$ cat src/rtl/pipeline_control_pkg.sv
// pipeline_control_pkg: shared state encodings and PC mux select codes for the pipeline controller.
package pipeline_control_pkg;

    typedef enum logic [1:0] {
        RUN  = 2'd0,
        WAIT = 2'd1,
        PEND = 2'd2
    } ctrlState_e;

    localparam logic [1:0] PC4  = 2'b00;
    localparam logic [1:0] BR   = 2'b01;
    localparam logic [1:0] HOLD = 2'b10;

endpackage

$ cat src/rtl/pipeline_control_hazard_detect.sv
// hazard_detect: flags a load in ID/EX whose destination is read by the instruction in IF/ID.
module hazard_detect (
    input  logic       idExMemRead,
    input  logic [4:0] idExRt,
    input  logic [4:0] ifIdRs,
    input  logic [4:0] ifIdRt,
    input  logic       ifIdUsesRt,
    output logic       loadUse
);

    assign loadUse = idExMemRead && idExRt != 5'd0 &&
                     (idExRt == ifIdRs || (ifIdUsesRt && idExRt == ifIdRt));

endmodule

$ cat src/rtl/pipeline_control.sv
// pipeline_control: PC select, flush/stall/bubble generation with branch deferral across instruction-memory waits.
module pipeline_control
    import pipeline_control_pkg::*;
#(
    parameter int CNT_W = 16
) (
    input  logic             clk,
    input  logic             rst_n,
    input  logic             imemReady,
    input  logic             branchResult,
    input  logic [31:0]      branchAddrs,
    input  logic             idExMemRead,
    input  logic [4:0]       idExRt,
    input  logic [4:0]       ifIdRs,
    input  logic [4:0]       ifIdRt,
    input  logic             ifIdUsesRt,
    output logic [1:0]       pcSel,
    output logic [31:0]      pcTarget,
    output logic             ifFlush,
    output logic             regStall,
    output logic             bubbleIdEx,
    output logic [CNT_W-1:0] stallCount,
    output logic [CNT_W-1:0] flushCount,
    output logic [1:0]       ctrlState
);

    ctrlState_e  state, nextState;
    logic [31:0] targetReg, nextTarget;
    logic        loadUse;

    hazard_detect uHazard (
        .idExMemRead(idExMemRead),
        .idExRt     (idExRt),
        .ifIdRs     (ifIdRs),
        .ifIdRt     (ifIdRt),
        .ifIdUsesRt (ifIdUsesRt),
        .loadUse    (loadUse)
    );

    always_ff @(posedge clk) begin
        if (!rst_n) begin
            state      <= RUN;
            targetReg  <= '0;
            stallCount <= '0;
            flushCount <= '0;
        end else begin
            state     <= nextState;
            targetReg <= nextTarget;
            if (pcSel == HOLD && stallCount != '1) stallCount <= stallCount + 1'b1;
            if (ifFlush && flushCount != '1) flushCount <= flushCount + 1'b1;
        end
    end

    // Default is the safe hold-and-flush response used by reset, waits and pending branches.
    always_comb begin
        nextState  = state;
        nextTarget = targetReg;
        pcSel      = HOLD;
        pcTarget   = targetReg;
        ifFlush    = 1'b1;
        regStall   = 1'b0;
        bubbleIdEx = 1'b0;
        if (!rst_n) begin
            nextState = RUN;
        end else if (state == PEND) begin
            if (imemReady) begin
                pcSel     = BR;
                nextState = RUN;
            end
        end else if (imemReady) begin
            nextState = RUN;
            if (branchResult) begin
                pcSel    = BR;
                pcTarget = branchAddrs;
            end else begin
                pcSel      = loadUse ? HOLD : PC4;
                ifFlush    = 1'b0;
                regStall   = loadUse;
                bubbleIdEx = loadUse;
            end
        end else if (branchResult) begin
            nextTarget = branchAddrs;
            nextState  = PEND;
        end else begin
            nextState = WAIT;
            if (state == WAIT && loadUse) begin
                ifFlush    = 1'b0;
                regStall   = 1'b1;
                bubbleIdEx = 1'b1;
            end
        end
    end

    assign ctrlState = state;

endmodule

$ cat config.mk
export PLATFORM = sky130hd
export DESIGN_NAME = pipeline_control
export DESIGN_NICKNAME = d
export VERILOG_FILES = /design/src/rtl/pipeline_control_pkg.sv /design/src/rtl/pipeline_control_hazard_detect.sv /design/src/rtl/pipeline_control.sv
export SDC_FILE = /design/constraint.sdc
export NUM_CORES = 1
export LEC_CHECK = 0
export ABC_CLOCK_PERIOD_IN_PS = 2800
export CAP_MARGIN = 20
export CORE_MARGIN = 5
export CORE_UTILIZATION = 45
export DETAILED_ROUTE_END_ITERATION = 8
export GPL_ROUTABILITY_DRIVEN = 0
export PLACE_DENSITY = 0.81
export SYNTH_ARGS = -nofsm -noshare
export SYNTH_HDL_FRONTEND = slang
export SYNTH_SLANG_ARGS = --single-unit
$ cat constraint.sdc
create_clock -name clk -period 2.8 [get_ports clk]
set_clock_uncertainty 0.05 [all_clocks]
set_input_delay 0.7 -clock clk [delete_from_list [all_inputs] [get_ports clk]]
set_output_delay 0.7 -clock clk [all_outputs]
set_load 0.005 [all_outputs]
==> results of run 1 <==
## sequential cells by signal, summed over array words and instances, names as in the netlist
signal / flops
targetReg: 32
ctrlState: 2
stallCount: 16
flushCount: 16
## metal layers
metal	GRT usage [%]	vias up	wire length, um
met5	0	-	0
met4	10.15	0	321
met3	4.604	24	451
met2	41.51	104	5840
met1	23.79	1769	4207
li1	-	1776	-
## cell families after synthesis
group                      Yosys count  share of synthesized area, %
adders and majority gates            3                         1.038
AOI/OAI and AO/OA                   88                         14.68
and+or+nand+nor                    183                         26.35
DFF                                 66                         39.14
buffers and inverters               29                         3.521
xor gates and xnor gates            12                         3.113
muxes                               37                         12.16
## synth_stat cells, drive strengths merged, types with 3 or more instances
| cell type | n | share of area (%) |
|---|---|---|
| or3 | 16 | 3.0 |
| xor2 | 11 | 2.9 |
| nor2 | 16 | 1.8 |
| o31ai | 5 | 1.1 |
| a21oi | 53 | 7.9 |
| nor4 | 5 | 1.1 |
| mux2 | 32 | 11 |
| buf | 4 | 0.74 |
| nand4 | 8 | 1.5 |
| o21ai | 19 | 2.8 |
| and3 | 6 | 1.1 |
| nand2b | 8 | 1.5 |
| o21bai | 3 | 0.67 |
| nand2 | 85 | 9.5 |
| or4 | 8 | 1.8 |
| nand3 | 18 | 2.7 |
| inv | 5 | 0.56 |
| mux2i | 5 | 1.5 |
| clkbuf | 20 | 2.2 |
| nor3 | 6 | 0.89 |
| dfxtp | 66 | 39 |
## path summary, 6_finish.rpt
kind / cells after the start / start / to
max: 6 / idExRt[2] / pcSel[1]
max reg2reg: 7 / stallCount[0] / stallCount[13]
min reg2reg: 2 / targetReg[4] / targetReg[4]
min: 2 / targetReg[4] / targetReg[4]
## metrics by stage
stage | worst slack [ns] | cell area [um^2] | TNS (ns)
final | 0.03286 | 5201 | 0
after floorplan | 0.1353 | 3376 | 0
after CTS | 0.002008 | 5165 | 0
after global placement | -0.5796 | 4871 | -18.80
after global routing | -0.001215 | 5201 | -0.002310
after detailed placement | -0.6692 | 4871 | -21.08
## worst max-delay path: stages
cell	delay, ns
clkdlybuf4s15_2	0.21
or4_4	0.52
o21bai_4	0.22
nand2b_4	0.16
o21bai_1	0.06
buf_2	0.14
## power breakdown
part | total [mW] | switching (mW) | internal [mW]
clock network | 0.854 | 0.338 | 0.515
registers | 0.999 | 0.0282 | 0.971
logic | 0.389 | 0.170 | 0.218
## area by class of cell
type,instances,area [um^2],share of cell area [%]
Timing Repair Buffer,161,1518,29.18
Multi-Input combinational cell,323,2013,38.71
Sequential cell,66,1321,25.40
Inverter,5,18.77,0.3608
Tap cell,99,123.9,2.382
Clock inverter,3,65.06,1.251
Clock buffer,11,141.4,2.718
## placed cells by master, fill, tap and decap left out, types with 10 or more instances in the layout
| master | netlist | routed |
|---|---|---|
| mux2_2 | 32 | 32 |
| or3_1 | 16 | 16 |
| a21oi_1 | 53 | 53 |
| clkdlybuf4s50_1 | 0 | 69 |
| o21ai_0 | 18 | 18 |
| dfxtp_1 | 66 | 66 |
| buf_4 | 2 | 33 |
| clkbuf_8 | 0 | 10 |
| nor2_1 | 16 | 15 |
| nand3_1 | 18 | 18 |
| dlygate4sd2_1 | 0 | 27 |
| nand2_1 | 85 | 85 |
## repair_timing
item,in CTS,in global routing
gates resized for setup,95,28
cloned,2,1
setup endpoints to repair,48,35
buffers inserted,6,0
pin swaps,11,14
==> flow_summary.html, run 1 <==
<table>
<tr><th>Metric</th><th>Value</th></tr>
<tr><th colspan="2">Setup path</th></tr>
<tr><td>Worst setup EP type</td><td>output port</td></tr>
<tr><td>Critical path fanouts, max</td><td>3</td></tr>
<tr><td>Data required time at the worst endpoint</td><td>2.05 ns</td></tr>
<tr><td>R2R setup slack</td><td>between 0.5 and 0.6 ns</td></tr>
<tr><td>Crit Path Category</td><td>in2out</td></tr>
<tr><td>Data arrival time of the critical path</td><td>approximately 2.0 ns</td></tr>
<tr><td>Startpoint type of the worst setup path</td><td>primary input</td></tr>
<tr><th colspan="2">Flow run</th></tr>
<tr><td>MaxCap Viol Count</td><td>0</td></tr>
<tr><th colspan="2">Logic synthesis</th></tr>
<tr><td>Post-synthesis average cell area</td><td>8.076 um^2</td></tr>
<tr><td>Netlist area before placement</td><td>approximately 3400 um^2</td></tr>
<tr><td>Async SR Flop Fraction</td><td>0%</td></tr>
<tr><td>Number of instances in the synthesized netlist</td><td>~420</td></tr>
<tr><td>Flop and latch count out of synthesis</td><td>66</td></tr>
<tr><td>Syn. warnings</td><td>0</td></tr>
<tr><td>Library cells used by synthesis</td><td>38</td></tr>
<tr><td>Post-synth EDFFs</td><td>0</td></tr>
<tr><td>Synth Net Count</td><td>approximately 470</td></tr>
<tr><td>Leading register cell type out of synthesis</td><td>dfxtp_1</td></tr>
<tr><td>Proportion of synthesized chip area in sequential cells</td><td>between 30% and 40%</td></tr>
<tr><th colspan="2">STA</th></tr>
<tr><td>Slew HR</td><td>between 50% and 60%</td></tr>
<tr><td>Worst Max-Slew Pin Slew</td><td>about 0.63 ns</td></tr>
<tr><td>Final Max Tran Viols</td><td>0</td></tr>
<tr><td>Final Critical Period</td><td>about 2.8 ns</td></tr>
<tr><td>Maximum clock frequency</td><td>about 0.36 GHz</td></tr>
<tr><td>Hold slack final</td><td>a little over 0.4 ns</td></tr>
<tr><td>Period utilisation layout</td><td>around 100%</td></tr>
<tr><td>Hold Fails Final Rpt</td><td>0</td></tr>
<tr><td>Final setup violation count</td><td>0</td></tr>
<tr><th colspan="2">Floorplanning</th></tr>
<tr><td>Full die area</td><td>just over 9000 um^2</td></tr>
<tr><td>Die Y-Extent</td><td>roughly 97 um</td></tr>
<tr><td>Top-Level Pins</td><td>124</td></tr>
<tr><td>Horiz. Die Dim</td><td>around 97 um</td></tr>
<tr><td>Cell Rows</td><td>31</td></tr>
<tr><td>Initial core utilization</td><td>about 46%</td></tr>
<tr><td>Area of the core</td><td>7292 um^2</td></tr>
<tr><th colspan="2">CTS</th></tr>
<tr><td>CTS tree</td><td>yes</td></tr>
<tr><td>CTS Root Buffer Type</td><td>clkbuf_8</td></tr>
<tr><td>Clock transition at the registers of the reported paths</td><td>0.07 ns</td></tr>
<tr><td>Clk buf depth</td><td>2</td></tr>
<tr><td>Count of hold-fix buffers inserted at cts</td><td>0</td></tr>
<tr><td>Num Clock Sinks</td><td>between 60 and 70</td></tr>
<tr><td>CTS buffer count</td><td>9</td></tr>
<tr><td>Clock network latency to the later pin of the worst-skew pair</td><td>roughly 0.33 ns</td></tr>
<tr><td>H-tree level count</td><td>3</td></tr>
<tr><th colspan="2">Place</th></tr>
<tr><td>Instance count after placement with tap cells included</td><td>approximately 650</td></tr>
<tr><td>HPWL reported at the end of detailed placement</td><td>7574 um</td></tr>
<tr><td>Port Buf Inserts</td><td>123</td></tr>
<tr><th colspan="2">Global routing</th></tr>
<tr><td>Initial antenna violation count</td><td>0</td></tr>
<tr><td>GR Overflow Total</td><td>0</td></tr>
<tr><td>Vias in the first global route</td><td>roughly 3.7k</td></tr>
<tr><td>First-pass GRT wire length</td><td>17430 um</td></tr>
<tr><td>Maximum number of pins on one net before global-route repair</td><td>33</td></tr>
<tr><td>Tot GR Track Use</td><td>22.25%</td></tr>
<tr><th colspan="2">Routing</th></tr>
<tr><td>Via total after detailed routing</td><td>about 3.7k</td></tr>
<tr><td>Detailed Route WL</td><td>~11000 um</td></tr>
<tr><td>Final ANT Viol Nets</td><td>0</td></tr>
<tr><td>Iter 0 DRT Violations</td><td>146</td></tr>
<tr><td>DRC violation count after routing</td><td>0</td></tr>
<tr><td>Number of detailed-route iterations in the first pass</td><td>4</td></tr>
<tr><td>Average routed wire per standard cell</td><td>between 15 and 20 um</td></tr>
<tr><td>Via-to-Cell Ratio</td><td>between 5 and 6</td></tr>
<tr><th colspan="2">Hold path</th></tr>
<tr><td>Path class of the lowest-slack min-delay path</td><td>reg2reg</td></tr>
<tr><th colspan="2">Run status</th></tr>
<tr><td>Status</td><td>finished clean</td></tr>
<tr><th colspan="2">Power</th></tr>
<tr><td>Design Power</td><td>~2.2 mW</td></tr>
<tr><td>Static Leakage</td><td>roughly 2.1 nW</td></tr>
<tr><td>Highest ir drop seen on vdd</td><td>between 0.0003 and 0.0004 V</td></tr>
<tr><td>P per Cell Area</td><td>~430 nW/um^2</td></tr>
<tr><th colspan="2">Layout</th></tr>
<tr><td>Fraction of final layout cells with drive strength greater than 1</td><td>19.86%</td></tr>
<tr><td>Relative area change from synthesis to final layout</td><td>54.08%</td></tr>
<tr><td>Number of antenna diodes</td><td>0</td></tr>
<tr><td>Count of non-filler cells in the finished layout</td><td>668</td></tr>
<tr><td>Number of nets at the end of the flow</td><td>around 620</td></tr>
<tr><td>Final core area utilization</td><td>between 70 and 80%</td></tr>
<tr><td>Fillcell total</td><td>between 600 and 700</td></tr>
</table>
Note: power is estimated with default switching activity, not from simulation.
==> inputs of run 2 (changes only) <==
- ABC_CLOCK_PERIOD_IN_PS: 2800 -> unset
- CELL_PAD_IN_SITES_DETAIL_PLACEMENT: unset -> 0
- CELL_PAD_IN_SITES_GLOBAL_PLACEMENT: unset -> 2
- CORE_UTILIZATION: 45 -> 25
- PLACE_DENSITY: 0.81 -> unset
- PLACE_DENSITY_LB_ADDON: unset -> 0.1
- SLEW_MARGIN: unset -> 15
==> flow_summary.html, run 2 (synthesis gave the netlist of run 1 again) <==
<table>
<tr><th>Metric</th><th>Value</th></tr>
<tr><th colspan="2">Floorplanning</th></tr>
<tr><td>Full die area</td><td>15930 um^2 (+71%)</td></tr>
<tr><td>Horiz. Die Dim</td><td>126.2 um (+31%)</td></tr>
<tr><td>Area of the core</td><td>13240 um^2 (+82%)</td></tr>
<tr><td>Initial core utilization</td><td>25.49% (-21 points)</td></tr>
<tr><td>Cell Rows</td><td>42 (+35%)</td></tr>
<tr><td>Top-Level Pins</td><td>124 (unchanged)</td></tr>
<tr><td>Die Y-Extent</td><td>126.2 um (+31%)</td></tr>
<tr><th colspan="2">Setup path</th></tr>
<tr><td>Worst Path Buf+Inv</td><td>5 (+3)</td></tr>
<tr><td>Worst setup EP type</td><td>output port</td></tr>
<tr><td>Critical path fanouts, max</td><td>8 (+5)</td></tr>
<tr><td>Crit Path Category</td><td>in2out</td></tr>
<tr><td>Data required time at the worst endpoint</td><td>2.05 ns (about the same)</td></tr>
<tr><td>Endpoint of the worst-slack reg-to-reg timing path</td><td>stallCount[5]</td></tr>
<tr><td>R2R setup slack</td><td>0.55 ns (+0.03 ns)</td></tr>
<tr><td>Startpoint type of the worst setup path</td><td>primary input</td></tr>
<tr><td>Slowest stage cell on the critical path</td><td>mux2_2</td></tr>
<tr><td>Beginning of the worst register-to-register path</td><td>stallCount[1]</td></tr>
<tr><td>Worst Reg2Reg Path Length in Cells</td><td>7 (unchanged)</td></tr>
<tr><td>Worst-path cell chain</td><td>dlygate4sd2_1 &gt; nand4_1 &gt; buf_6 &gt; buf_6 &gt; buf_16 &gt; mux2_2 &gt; clkdlybuf4s15_1</td></tr>
<tr><td>CP peak stage delay</td><td>0.33 ns (-0.19 ns)</td></tr>
<tr><td>Data arrival time of the critical path</td><td>2.02 ns (about the same)</td></tr>
<tr><td>Cell family contributing the most delay on the critical path</td><td>buffers and inverters</td></tr>
<tr><td>Cell with the most instances on the worst path</td><td>buf_6</td></tr>
<tr><th colspan="2">Hold path</th></tr>
<tr><td>Path class of the lowest-slack min-delay path</td><td>reg2reg</td></tr>
<tr><td>Source of the worst hold timing path</td><td>targetReg[14]</td></tr>
<tr><td>Endpoint of the worst hold path</td><td>targetReg[14]</td></tr>
<tr><td>Worst hold path cell count</td><td>2 (unchanged)</td></tr>
<tr><th colspan="2">STA</th></tr>
<tr><td>Period utilisation layout</td><td>98.80% (about the same)</td></tr>
<tr><td>Hold slack final</td><td>0.4010 ns (-0.001678 ns)</td></tr>
<tr><td>Final setup violation count</td><td>0 (unchanged)</td></tr>
<tr><td>Final Critical Period</td><td>2.766 ns (-0.0008178 ns)</td></tr>
<tr><td>Hold Fails Final Rpt</td><td>0 (unchanged)</td></tr>
<tr><td>Maximum clock frequency</td><td>0.3615 GHz (about the same)</td></tr>
<tr><td>Slew HR</td><td>55.04% (-3.1 points)</td></tr>
<tr><td>Final Max Tran Viols</td><td>0 (unchanged)</td></tr>
<tr><td>Worst Max-Slew Pin Slew</td><td>0.6745 ns (+0.04608 ns)</td></tr>
<tr><td>Setup repair after global routing missed its margin</td><td>no</td></tr>
<tr><th colspan="2">CTS</th></tr>
<tr><td>CTS buffer count</td><td>9 (unchanged)</td></tr>
<tr><td>Clock transition at the registers of the reported paths</td><td>0.05 ns (-0.02 ns)</td></tr>
<tr><td>Num Clock Sinks</td><td>66 (unchanged)</td></tr>
<tr><td>CTS tree</td><td>yes</td></tr>
<tr><td>Count of hold-fix buffers inserted at cts</td><td>0 (unchanged)</td></tr>
<tr><td>Clk buf depth</td><td>2 (unchanged)</td></tr>
<tr><td>Clock network latency to the later pin of the worst-skew pair</td><td>0.32 ns (about the same)</td></tr>
<tr><td>H-tree level count</td><td>3 (unchanged)</td></tr>
<tr><td>CTS Root Buffer Type</td><td>clkbuf_16</td></tr>
<tr><th colspan="2">Global routing</th></tr>
<tr><td>Maximum number of pins on one net before global-route repair</td><td>33 (unchanged)</td></tr>
<tr><td>Met3 usage in global routing</td><td>4.276% (-0.33 points)</td></tr>
<tr><td>First-pass GRT wire length</td><td>18040 um (+3.5%)</td></tr>
<tr><td>GR Overflow Total</td><td>0 (unchanged)</td></tr>
<tr><td>Initial antenna violation count</td><td>0 (unchanged)</td></tr>
<tr><td>Global Route met1 Usage</td><td>16.47% (-7.3 points)</td></tr>
<tr><td>Global-route layer with the greatest usage</td><td>met2</td></tr>
<tr><td>Met2 track demand over resource</td><td>24.48% (-17 points)</td></tr>
<tr><td>Vias in the first global route</td><td>3576 (-2.5%)</td></tr>
<tr><td>Tot GR Track Use</td><td>13.92% (-8.3 points)</td></tr>
<tr><th colspan="2">Layout</th></tr>
<tr><td>Register ranked first by flip-flop count</td><td>targetReg</td></tr>
<tr><td>Number of antenna diodes</td><td>0 (unchanged)</td></tr>
<tr><td>Most frequent cells in the layout</td><td>nand2_1 (85), clkdlybuf4s50_1 (69), dfxtp_1 (66), a21oi_1 (53), mux2_2 (31)</td></tr>
<tr><td>Most frequent standard cell in the layout excluding fill and tap cells</td><td>nand2_1</td></tr>
<tr><td>Largest registers</td><td>targetReg: 32 flops, flushCount: 16 flops, stallCount: 16 flops</td></tr>
<tr><td>Relative area change from synthesis to final layout</td><td>60.16%</td></tr>
<tr><td>Number of nets at the end of the flow</td><td>623 (+0.32%)</td></tr>
<tr><td>Fraction of final layout cells with drive strength greater than 1</td><td>20.07% (+0.21 points)</td></tr>
<tr><td>Number of flip-flops under the largest register name</td><td>32 (unchanged)</td></tr>
<tr><td>Final core area utilization</td><td>40.83% (-31 points)</td></tr>
<tr><th colspan="2">Routing</th></tr>
<tr><td>Final ANT Viol Nets</td><td>0 (unchanged)</td></tr>
<tr><td>Number of detailed-route iterations in the first pass</td><td>4 (unchanged)</td></tr>
<tr><td>Via total after detailed routing</td><td>3533 (-3.8%)</td></tr>
<tr><td>DRC violation count after routing</td><td>0 (unchanged)</td></tr>
<tr><td>Via-to-Cell Ratio</td><td>4.717 (-14%)</td></tr>
<tr><td>Average routed wire per standard cell</td><td>14.74 um (-9.0%)</td></tr>
<tr><td>Iter 0 DRT Violations</td><td>162 (+11%)</td></tr>
<tr><td>Detailed Route WL</td><td>11040 um (+2.1%)</td></tr>
<tr><th colspan="2">Place</th></tr>
<tr><td>HPWL reported at the end of detailed placement</td><td>7701 um (+1.7%)</td></tr>
<tr><td>Port Buf Inserts</td><td>123 (unchanged)</td></tr>
<tr><th colspan="2">Power</th></tr>
<tr><td>Highest ir drop seen on vdd</td><td>0.0002548 V (-24%)</td></tr>
<tr><td>Design Power</td><td>2.538 mW (+13%)</td></tr>
<tr><td>Static Leakage</td><td>2.128 nW (+1.2%)</td></tr>
<tr><td>P per Cell Area</td><td>469.5 nW/um^2 (+8.9%)</td></tr>
<tr><th colspan="2">Flow run</th></tr>
<tr><td>MaxCap Viol Count</td><td>0 (unchanged)</td></tr>
<tr><th colspan="2">Run status</th></tr>
<tr><td>Status</td><td>finished clean</td></tr>
</table>
run 2: final cells by class:
| cell class | instances | area (um^2) |
|---|---|---|
| Sequential cell | 66 | 1321 |
| Multi-Input combinational cell | 323 | 2009 |
| Clock buffer | 14 | 264.0 |
| Tap cell | 176 | 220.2 |
| Fill cell | 1355 | 7836 |
| Inverter | 5 | 18.77 |
| Clock inverter | 2 | 35.03 |
| Timing Repair Buffer | 163 | 1538 |
run 2: through the flow:
step	std cells	cell area, um^2	setup slack, ns	setup TNS [ns]
2_1_floorplan	418	3376	0.1353	0
3_3_place_gp	722	4960	-0.6408	-19.11
3_5_place_dp	722	4960	-0.6821	-20.24
4_1_cts	749	5429	0.001132	0
5_1_grt	749	5406	0.0005127	0
6_report	749	5406	0.03367	0
run 2: repair_timing:
item	4_1_cts	5_1_grt
cloned	3	0
endpoints found under the hold margin	0	0
pin swaps	14	10
setup endpoints to repair	49	18
resized for setup	111	20
buffers inserted	10	0
run 2: how the worst max path moves through the flow:
| stage | startpoint | to | slack (ns) | cells after the start |
|---|---|---|---|---|
| 6_report | imemReady | pcTarget[9] | 0.03 | 7 |
| 5_1_grt | rst_n | pcTarget[11] | 0.0005 | 7 |
| 4_1_cts | ifIdRs[0] | ifFlush | 0.001 | 8 |
| 3_5_place_dp | idExRt[3] | ifFlush | -0.68 | 7 |
| 3_3_place_gp | idExRt[3] | ifFlush | -0.64 | 7 |
| 2_1_floorplan | idExRt[3] | ifFlush | 0.14 | 6 |
run 2: tightest hold or removal path, delay by kind of cell, from the launching register on:
family	cells	cell delay [ns]
flip-flops	1	0.30
AO/OA/AOI/OAI	1	0.05
AND/OR/NAND/NOR	1	0.05
run 2: power breakdown:
part / switching, mW / total, mW / internal, mW / leakage, nW
clock: 0.407 / 1.15 / 0.738 / 0.147
combinational: 0.174 / 0.397 / 0.223 / 1.45
sequential: 0.0242 / 0.996 / 0.972 / 0.536
total: 0.606 / 2.54 / 1.93 / 2.13
run 2: metal layers:
metal  wire length, um  vias to the layer above
li1                  -                     1791
met1              4837                     1656
met2              5533                       75
met3               551                       11
met4               120                        0
met5                 0                        -
